`config.mk`:
```
export PLATFORM = sky130hd
export DESIGN_NAME = mc_array_ctrl
export DESIGN_NICKNAME = d
export VERILOG_FILES = /design/src/rtl/mc_array_ctrl.sv
export SDC_FILE = /design/constraint.sdc
export NUM_CORES = 1
export LEC_CHECK = 0
export CAP_MARGIN = 20
export CORE_AREA = 2 2 255 257
export DETAILED_ROUTE_END_ITERATION = 10
export DIE_AREA = 0 0 257 259
export DONT_BUFFER_PORTS = 1
export GPL_ROUTABILITY_DRIVEN = 0
export SLEW_MARGIN = 30
export SYNTH_ARGS = -nofsm -noshare
export SYNTH_HDL_FRONTEND = slang
export SYNTH_SLANG_ARGS = --single-unit
```
`constraint.sdc`:
```
create_clock -name clk_i -period 45.8 [get_ports clk_i]
set_input_delay 6.87 -clock clk_i [delete_from_list [all_inputs] [get_ports clk_i]]
set_output_delay 6.87 -clock clk_i [all_outputs]
set_load 0.05 [all_outputs]
```
`src/rtl/mc_array_ctrl.sv`:
```
// mc_array_ctrl: row-granular write and read/compute sequencer for the 64x64 complementary-memristor array.
// Latency: write resp at edge 2P+2 (4P+3 with MC_ARRAY_CTRL_VERIFY_EN read-back), read resp at edge 2P+1.
// Backpressure: one request in flight; req_ready_o only in IDLE, response held stable until resp_ready_i.
module mc_array_ctrl #(
    parameter int PULSE_CYCLES = 1
) (
    input  logic        clk_i,
    input  logic        rst_i,
    input  logic        req_valid_i,
    output logic        req_ready_o,
    input  logic        req_we_i,
    input  logic [5:0]  req_row_i,
    input  logic [63:0] req_mask_i,
    input  logic [63:0] req_data_i,
    output logic        resp_valid_o,
    input  logic        resp_ready_i,
    output logic [63:0] resp_data_o,
    output logic        resp_err_o,
    output logic [31:0] mc_cwle_o,
    output logic [31:0] mc_cwlo_o,
    output logic [63:0] mc_cblen_o,
    output logic [63:0] mc_cbl_o,
    output logic [63:0] mc_csl_o,
    output logic [63:0] mc_din_o,
    output logic [63:0] mc_dinb_o,
    input  logic [63:0] mc_dout_i
);

    typedef enum logic [3:0] {
        S_IDLE, S_WR_A, S_GAP1, S_WR_B, S_GAP2, S_CLR, S_ARM, S_EVAL, S_RESP
    } state_t;

    localparam logic [7:0] LP_LOAD = 8'(PULSE_CYCLES - 1);

    state_t      r_state, w_nxt;
    logic [7:0]  r_cnt;
    logic        r_req_rdy, r_resp_vld;
    logic [63:0] r_resp_data;
    logic        r_we;
    logic [5:0]  r_row;
    logic [63:0] r_mask, r_data;
    logic [31:0] r_cwle, r_cwlo, w_cwle, w_cwlo;
    logic [63:0] r_cblen, r_cbl, r_csl, r_din, r_dinb;
    logic [63:0] w_cblen, w_cbl, w_csl, w_din, w_dinb;
    logic        w_accept, w_done, w_idle, w_we;
    logic [5:0]  w_row;
    logic [63:0] w_mask, w_data, w_d_eval;
    logic [31:0] w_wl, w_wl_e, w_wl_o;

    assign w_accept = req_valid_i & r_req_rdy;
    assign w_done   = (r_cnt == 8'd0);
    assign w_idle   = (r_state == S_IDLE);

    // At the accept edge the request latch is not loaded yet, so drive straight from the inputs
    assign w_we     = w_idle ? req_we_i   : r_we;
    assign w_row    = w_idle ? req_row_i  : r_row;
    assign w_mask   = w_idle ? req_mask_i : r_mask;
    assign w_data   = w_idle ? req_data_i : r_data;
    // Read-back after a write evaluates with d = 0 so the array returns the stored bits
    assign w_d_eval = w_we ? 64'd0 : w_data;
    assign w_wl     = 32'd1 << w_row[5:1];
    assign w_wl_e   = w_row[0] ? w_wl : 32'd0;
    assign w_wl_o   = w_row[0] ? 32'd0 : w_wl;

    // Next-state sequencing and the array drive pattern of the state being entered
    always_comb begin
        w_nxt   = r_state;
        w_cwle  = 32'd0;
        w_cwlo  = 32'd0;
        w_cblen = 64'd0;
        w_cbl   = 64'd0;
        w_csl   = 64'd0;
        w_din   = 64'd0;
        w_dinb  = 64'd0;
        case (r_state)
            S_IDLE: if (w_accept) w_nxt = req_we_i ? S_WR_A : S_CLR;
            S_WR_A: if (w_done) w_nxt = S_GAP1;
            S_GAP1: w_nxt = S_WR_B;
            S_WR_B: if (w_done) w_nxt = S_GAP2;
`ifdef MC_ARRAY_CTRL_VERIFY_EN
            S_GAP2: w_nxt = S_CLR;
`else
            S_GAP2: w_nxt = S_RESP;
`endif
            S_CLR:  w_nxt = S_ARM;
            S_ARM:  if (w_done) w_nxt = S_EVAL;
            S_EVAL: if (w_done) w_nxt = S_RESP;
            S_RESP: if (resp_ready_i) w_nxt = S_IDLE;
            default: w_nxt = S_IDLE;
        endcase
        case (w_nxt)
            S_WR_A: begin
                w_cwle = w_wl_e; w_cwlo = w_wl_o; w_cblen = w_mask;
                w_cbl  = ~w_data & w_mask;
                w_csl  = w_data & w_mask;
            end
            S_WR_B: begin
                w_cwle = w_wl_e; w_cwlo = w_wl_o; w_cblen = w_mask;
                w_cbl  = ~w_data & w_mask;
                w_csl  = ~w_data & w_mask;
            end
            S_CLR: w_csl = '1;
            S_ARM: begin
                w_cwle = w_wl_e; w_cwlo = w_wl_o; w_csl = '1;
            end
            S_EVAL: begin
                w_cwle = w_wl_e; w_cwlo = w_wl_o;
                w_din  = w_d_eval;
                w_dinb = ~w_d_eval;
            end
            default: ;
        endcase
    end

    // State register and phase counter, reloaded with P-1 on every state change
    always_ff @(posedge clk_i or posedge rst_i) begin
        if (rst_i) begin
            r_state <= S_IDLE;
            r_cnt   <= 8'd0;
        end else begin
            r_state <= w_nxt;
            if (w_nxt != r_state) r_cnt <= LP_LOAD;
            else if (!w_done)     r_cnt <= r_cnt - 8'd1;
        end
    end

    // Request latch, held for the whole sequence
    always_ff @(posedge clk_i or posedge rst_i) begin
        if (rst_i) begin
            r_we <= 1'b0; r_row <= 6'd0; r_mask <= 64'd0; r_data <= 64'd0;
        end else if (w_accept) begin
            r_we <= req_we_i; r_row <= req_row_i; r_mask <= req_mask_i; r_data <= req_data_i;
        end
    end

    // Registered array drive; reset forces every line low immediately
    always_ff @(posedge clk_i or posedge rst_i) begin
        if (rst_i) begin
            r_cwle <= 32'd0; r_cwlo <= 32'd0; r_cblen <= 64'd0;
            r_cbl  <= 64'd0; r_csl  <= 64'd0; r_din   <= 64'd0; r_dinb <= 64'd0;
        end else begin
            r_cwle <= w_cwle; r_cwlo <= w_cwlo; r_cblen <= w_cblen;
            r_cbl  <= w_cbl;  r_csl  <= w_csl;  r_din   <= w_din;  r_dinb <= w_dinb;
        end
    end

    // Handshake flags and response payload, captured on the final EVAL edge
    always_ff @(posedge clk_i or posedge rst_i) begin
        if (rst_i) begin
            r_req_rdy   <= 1'b0;
            r_resp_vld  <= 1'b0;
            r_resp_data <= 64'd0;
        end else begin
            r_req_rdy  <= (w_nxt == S_IDLE);
            r_resp_vld <= (w_nxt == S_RESP);
            if (w_accept)                          r_resp_data <= 64'd0;
            else if (r_state == S_EVAL && w_done)  r_resp_data <= mc_dout_i;
        end
    end

`ifdef MC_ARRAY_CTRL_VERIFY_EN
    logic r_resp_err;
    // Verify flag: any masked column whose read-back differs (or is unknown) from the written data
    always_ff @(posedge clk_i or posedge rst_i) begin
        if (rst_i)                             r_resp_err <= 1'b0;
        else if (w_accept)                     r_resp_err <= 1'b0;
        else if (r_state == S_EVAL && w_done)  r_resp_err <= r_we & (((mc_dout_i ^ r_data) & r_mask) !== 64'd0);
    end
    assign resp_err_o = r_resp_err;
`else
    assign resp_err_o = 1'b0;
`endif

    assign req_ready_o  = r_req_rdy;
    assign resp_valid_o = r_resp_vld;
    assign resp_data_o  = r_resp_data;
    assign mc_cwle_o    = r_cwle;
    assign mc_cwlo_o    = r_cwlo;
    assign mc_cblen_o   = r_cblen;
    assign mc_cbl_o     = r_cbl;
    assign mc_csl_o     = r_csl;
    assign mc_din_o     = r_din;
    assign mc_dinb_o    = r_dinb;

endmodule

```
# After elaboration in Yosys (flattened, before gate mapping)
# Cells that the tools add are included.
# word_totals
input_bits,203
elab_cells,73
register_bits,597
out_inout_bits,451
# op_classes
shifts,1
reduce_logical,8
n_eq_ne,16
mux,26
n_bitwise,5
n_addsub,1
# op_table
operator,n
2-to-1 mux 64 bit,9
case mux 64 bit (3 select lines),1
AND 64 bit,2
2-to-1 mux 32 bit,4
NOT 64 bit,2
case mux 4 bit (9 select lines),1
"left shift 1 x 5 -> 32 bit, first input constant",1
"equality test 4 x 3 -> 1 bit, second input constant",7
2-to-1 mux 4 bit,6
2-to-1 mux 8 bit,2
"equality test 4 x 2 -> 1 bit, second input constant",3
"equality test 4 x 1 -> 1 bit, second input constant",2
"equality test 4 bit, second input constant",2
logical NOT 4 bit,2
logical NOT 8 bit,1
"subtractor 8 x 1 -> 8 bit, second input constant",1
2-to-1 mux 6 bit,1
inequality test 4 bit,1
OR reduction 2 bit,2
OR reduction 4 bit,1
2-to-1 mux 3 bit,1
"inequality test 2 x 1 -> 1 bit, second input constant",1
nonzero test 2 bit,1
AND 1 bit,1
2 further kinds,2

# Longest topological paths before layout
# logic_depth
depth_word,6
depth_mapped,10
mapped_depth_nobuf,8

# Worst setup path before layout
# No wires, ideal clock.
# synth_timing
path_type,input -> register
startpoint,in resp_ready_i
endpoint,reg r_csl[10] (netlist: mc_csl_o[10])
required_time_ps,45708
arrival_time_ps,8079
n_path_buf,2
slack_ps,37629
path_stages,7
setup_ps,92
cell_sequence,nor3b_1 > o21ai_0 > o311a_4 > nand3_2 > buf_4 > buf_4 > o31ai_2
# synth_via
elab_chain_cells,5
word_cells_on_any_way,8
classes_between,4 x eq/ne; 3 x mux; 1 x reduce/logical
# synth_rtl
item,line_no,text
"start, declared",16,"input logic resp_ready_i,"
2-to-1 mux 4 bit (*),88,S_RESP: if (resp_ready_i) w_nxt = S_IDLE;
case mux 4 bit (9 select lines) (*),75,case (r_state)
equality test 4 x 3 -> 1 bit,91,case (w_nxt)
OR reduction 2 bit (no line),n/a,
case mux 64 bit (3 select lines) (*),91,
net w_csl[10],44,"logic [63:0] w_cblen, w_cbl, w_csl, w_din, w_dinb;"
"end signal, assigned",143,r_cbl <= w_cbl; r_csl <= w_csl; r_din <= w_din; r_dinb <= w_dinb;
"end, declared",43,"logic [63:0] r_cblen, r_cbl, r_csl, r_din, r_dinb;"
# The timed path passes the listed nets; every way through them passes the cells marked *.
# A chain may end at the register's enable or synchronous reset.

# Worst setup path in the final report
# layout_timing
startpoint,in req_valid_i
endpoint,reg r_csl[17] (netlist: mc_csl_o[17])
# layout_via
elab_chain_cells,6
word_cells_on_any_way,9
classes_between,4 x eq/ne; 3 x mux; 1 x bitwise; 1 x reduce/logical
# layout_rtl
item,line_no,text
"start, declared",9,"input logic req_valid_i,"
AND 1 bit (*),50,assign w_accept = req_valid_i & r_req_rdy;
2-to-1 mux 4 bit (*),76,S_IDLE: if (w_accept) w_nxt = req_we_i ? S_WR_A : S_CLR;
case mux 4 bit (9 select lines) (*),75,
net w_nxt[0],35,"state_t r_state, w_nxt;"
equality test 4 x 3 -> 1 bit,91,
OR reduction 2 bit (no line),n/a,
case mux 64 bit (3 select lines) (*),91,
net w_csl[17],44,
# Marked as above.

==> results.cfg <==
[layout]
area_growth_syn_to_layout_pct = 11.8
fin_nets = 2405
final_cells = 3102
final_layout_size_suffix_gt1_share_pct = 7.57
antenna_cells = 0

[min_path]
hp-start = r_mask[36]$_DFFE_PP0P_
holdPathStages = 2
hp-class = register to register
holdPathEnd = r_mask[36]$_DFFE_PP0P_

[clock_tree]
cts_tree = done
clk_pin_slew_worst_paths_ns = 0.06
root_buffer = clkbuf_16
htreeDepth = 3
post-cts-setup-buffer-count = 0
cts_sinks = 597
clock_path_buffers = 3
clock_latency_ns = 0.59
ctsHoldBuffers = 0
numCtsBuffers = 66
cts_resized = 0

[placed_design]
port_buffers = 0
hpwl_mm = 46.8
place_inst = 2987
dp_slack_ns = 35.61

[sta]
grt_setup_unrepaired = false
hold_viol = 0
worst_pin_slew_ns = 0.961
fmax_ghz = 0.110
fin_ws_ns = 36.67
period_share_pct = 19.9
fin_skew_ns = 0.0236
relSlewSlack_pct = 35.9
tns_ns = 0
slew_viol_final = 0
setup_viol = 0
finalCriticalPeriod_ns = 9.13

[pwr]
max-vdd-ir-drop_mv = 0.0498
powerDensity_nw_per_um2 = 92.5
p_total_w = 0.00246
p_leak_nw = 12.8

[worst_setup_path]
rrSetupSlack_ns = 41.85
cp-start-kind = input pin
critPathRequiredTime_ns = 46.27
worstRegToRegCells = 7
cp_data_arrival_time_ns = 9.60
critPathMaxFanout = 75
crit_type = input pin to register
end_kind = register
rr_endpoint = mc_csl_o[22]$_DFF_PP0_
r2r-start = r_state[3]$_DFF_PP0_

[outcome]
status = completed

[detailed_routing]
drc = 0
detail-route-antenna-nets = 0
viasPerCell = 5.21
drt_iter0_markers = 1353
wl_per_cell_um = 23.0
routed_wl_mm = 71.4
drtPass1Iterations = 5
routed-via-count = 16170

[die]
fp.dieH_um = 259
die_w_um = 257
initial_core_util_pct = 37.3
fp.dieArea_um2 = 66600
coreArea_um2 = 63900
rows = 93
ios = 654

[synth]
synth_cell_types = 49
synth_seq_cells = 597
syn_area_per_cell_um2 = 10.6
yosys_warnings = 0
synth_area_um2 = 23800
ys_seq_area_share_pct = 62.7
synth_cells = 2252
synth_nets = 2456

[grt]
grt_max_degree = 174
grt_pass1_vias = 16351
grt_use_total_pct = 21.0
grt_overflow = 0
antenna_found_initial = 0
grt_pass1_wl_mm = 107

[flow_run]
drv_cap = 0
worst max-delay path, cell delays in order:
cell and delay (ns):
and2_4 0.49, o21ai_0 0.20, a31oi_2 0.42, nand3_4 0.54, buf_4 0.56, o31ai_1 0.39
final cells by class:
type	count	area (um2)
clock inverter	26	328
timing repair buffer	24	240
fill	5952	37200
sequential	597	14900
multi-input combinational	1449	8030
inverter	63	249
clock buffer	88	1800
tap	855	1070
logic make-up (layout without fill, tap and decap cells):
| family | count (synthesis) | after routing | share of synthesized area [%] |
|---|---|---|---|
| and+or+nand+nor | 964 | 964 | 18.1 |
| DFF | 597 | 597 | 62.7 |
| AOI/OAI and AO/OA | 293 | 293 | 7.61 |
| buffers and inverters | 206 | 201 | 3.92 |
| muxes | 117 | 117 | 4.91 |
| xor gates and xnor gates | 73 | 73 | 2.68 |
| adders and majority gates | 1 | 1 | 0.0525 |
| other | 1 | 1 | 0.0157 |
worst max path at each step:
stage	start	endpoint	cells past startpoint	slack, ns
2_1_floorplan	rst_i	mc_cbl_o[0]$_DFF_PP0_	1	22.22
3_3_place_gp	rst_i	mc_cwle_o[19]$_DFF_PP0_	4	35.68
3_5_place_dp	rst_i	mc_cwle_o[19]$_DFF_PP0_	4	35.61
4_1_cts	rst_i	r_mask[14]$_DFFE_PP0P_	4	36.25
5_1_grt	rst_i	mc_cblen_o[7]$_DFF_PP0_	5	36.37
6_report	req_valid_i	mc_csl_o[17]$_DFF_PP0_	6	36.67
per-layer routing:
metal  GRT usage (%)  up-vias  wire (um)
met5               0        -          0
met1            25.5     8200      27800
li1                -     7210          -
met2            35.6      640      35700
met4            6.61        0       1880
met3            6.58      120       5960
synth_stat cells, drive strengths merged:
cell type    n  area, um2
nand3b     122        916
o22a         7       61.3
o31ai       59        543
mux2i      117       1170
conb         1       3.75
buf         55        369
or3b         1       8.76
o221ai       1       8.76
o211ai       1       7.51
o21a         7       52.6
xnor2       63        552
nor2       199        747
nor3b        2       15.0
and2         1       6.26
nand3       23        220
or4          3       30.0
dfrtp      597      14900
clkbuf      88        330
a21bo        1       10.0
a22o         1       8.76
inv         63        236
o41a         1       11.3
xor2        10       87.6
nand2      597       2250
nor2b        2       12.5
o21ai       10       50.0
nor3         1       10.0
a2111o       1       12.5
a31oi        1       12.5
or3          5       36.3
ha           1       12.5
a211oi       2       15.0
nand2b       1       6.26
nor4         5       61.3
nand4        2       12.5
a21oi      200       1000
o311a        1       21.3
power breakdown:
group          internal (W)  switching [W]
Clock              0.000307       0.000217
Combinational      0.000244       0.000486
Sequential         0.000690       0.000522
Total               0.00124        0.00122
state kept, by name, summed over array words and instances, names as in the netlist, 4 cells and up:
register and flops:
resp_data_o 64, r_cnt 8, r_data 64, mc_din_o 64, mc_cwlo_o 32, r_state 4, mc_cblen_o 64, mc_dinb_o 64
mc_cwle_o 32, mc_csl_o 64, r_row 6, r_mask 64, mc_cbl_o 64
cell usage in the layout (no fill, tap or decap), types with 4 or more instances in the layout:
cell type	netlist	routed
nand3_4	8	10
o21a_1	7	7
clkinv_2	0	7
inv_1	62	61
xnor2_1	63	63
o31ai_1	39	39
or3_1	4	4
clkbuf_8	0	4
buf_6	9	4
a21oi_1	200	200
xor2_1	10	10
dfrtp_1	597	597
clkbuf_1	88	17
mux2i_1	117	116
buf_4	17	17
o31ai_2	20	20
nand2_1	595	594
nand3b_1	122	122
o21ai_1	7	7
nor2_1	199	199
bufinv_16	0	5
nand3_1	14	13
clkbuf_16	0	67
o22a_1	7	7
clkinvlp_4	0	5
through the flow:
stage               hold WS, ns  util, %  area, um2
floorplan                 0.445        -      23800
global placement          0.458     38.3      24500
detailed placement        0.462     38.3      24500
CTS                       0.478     41.7      26600
global route              0.493     41.7      26700
finish                    0.478     41.7      26700
(Power assumes the default switching activity.)
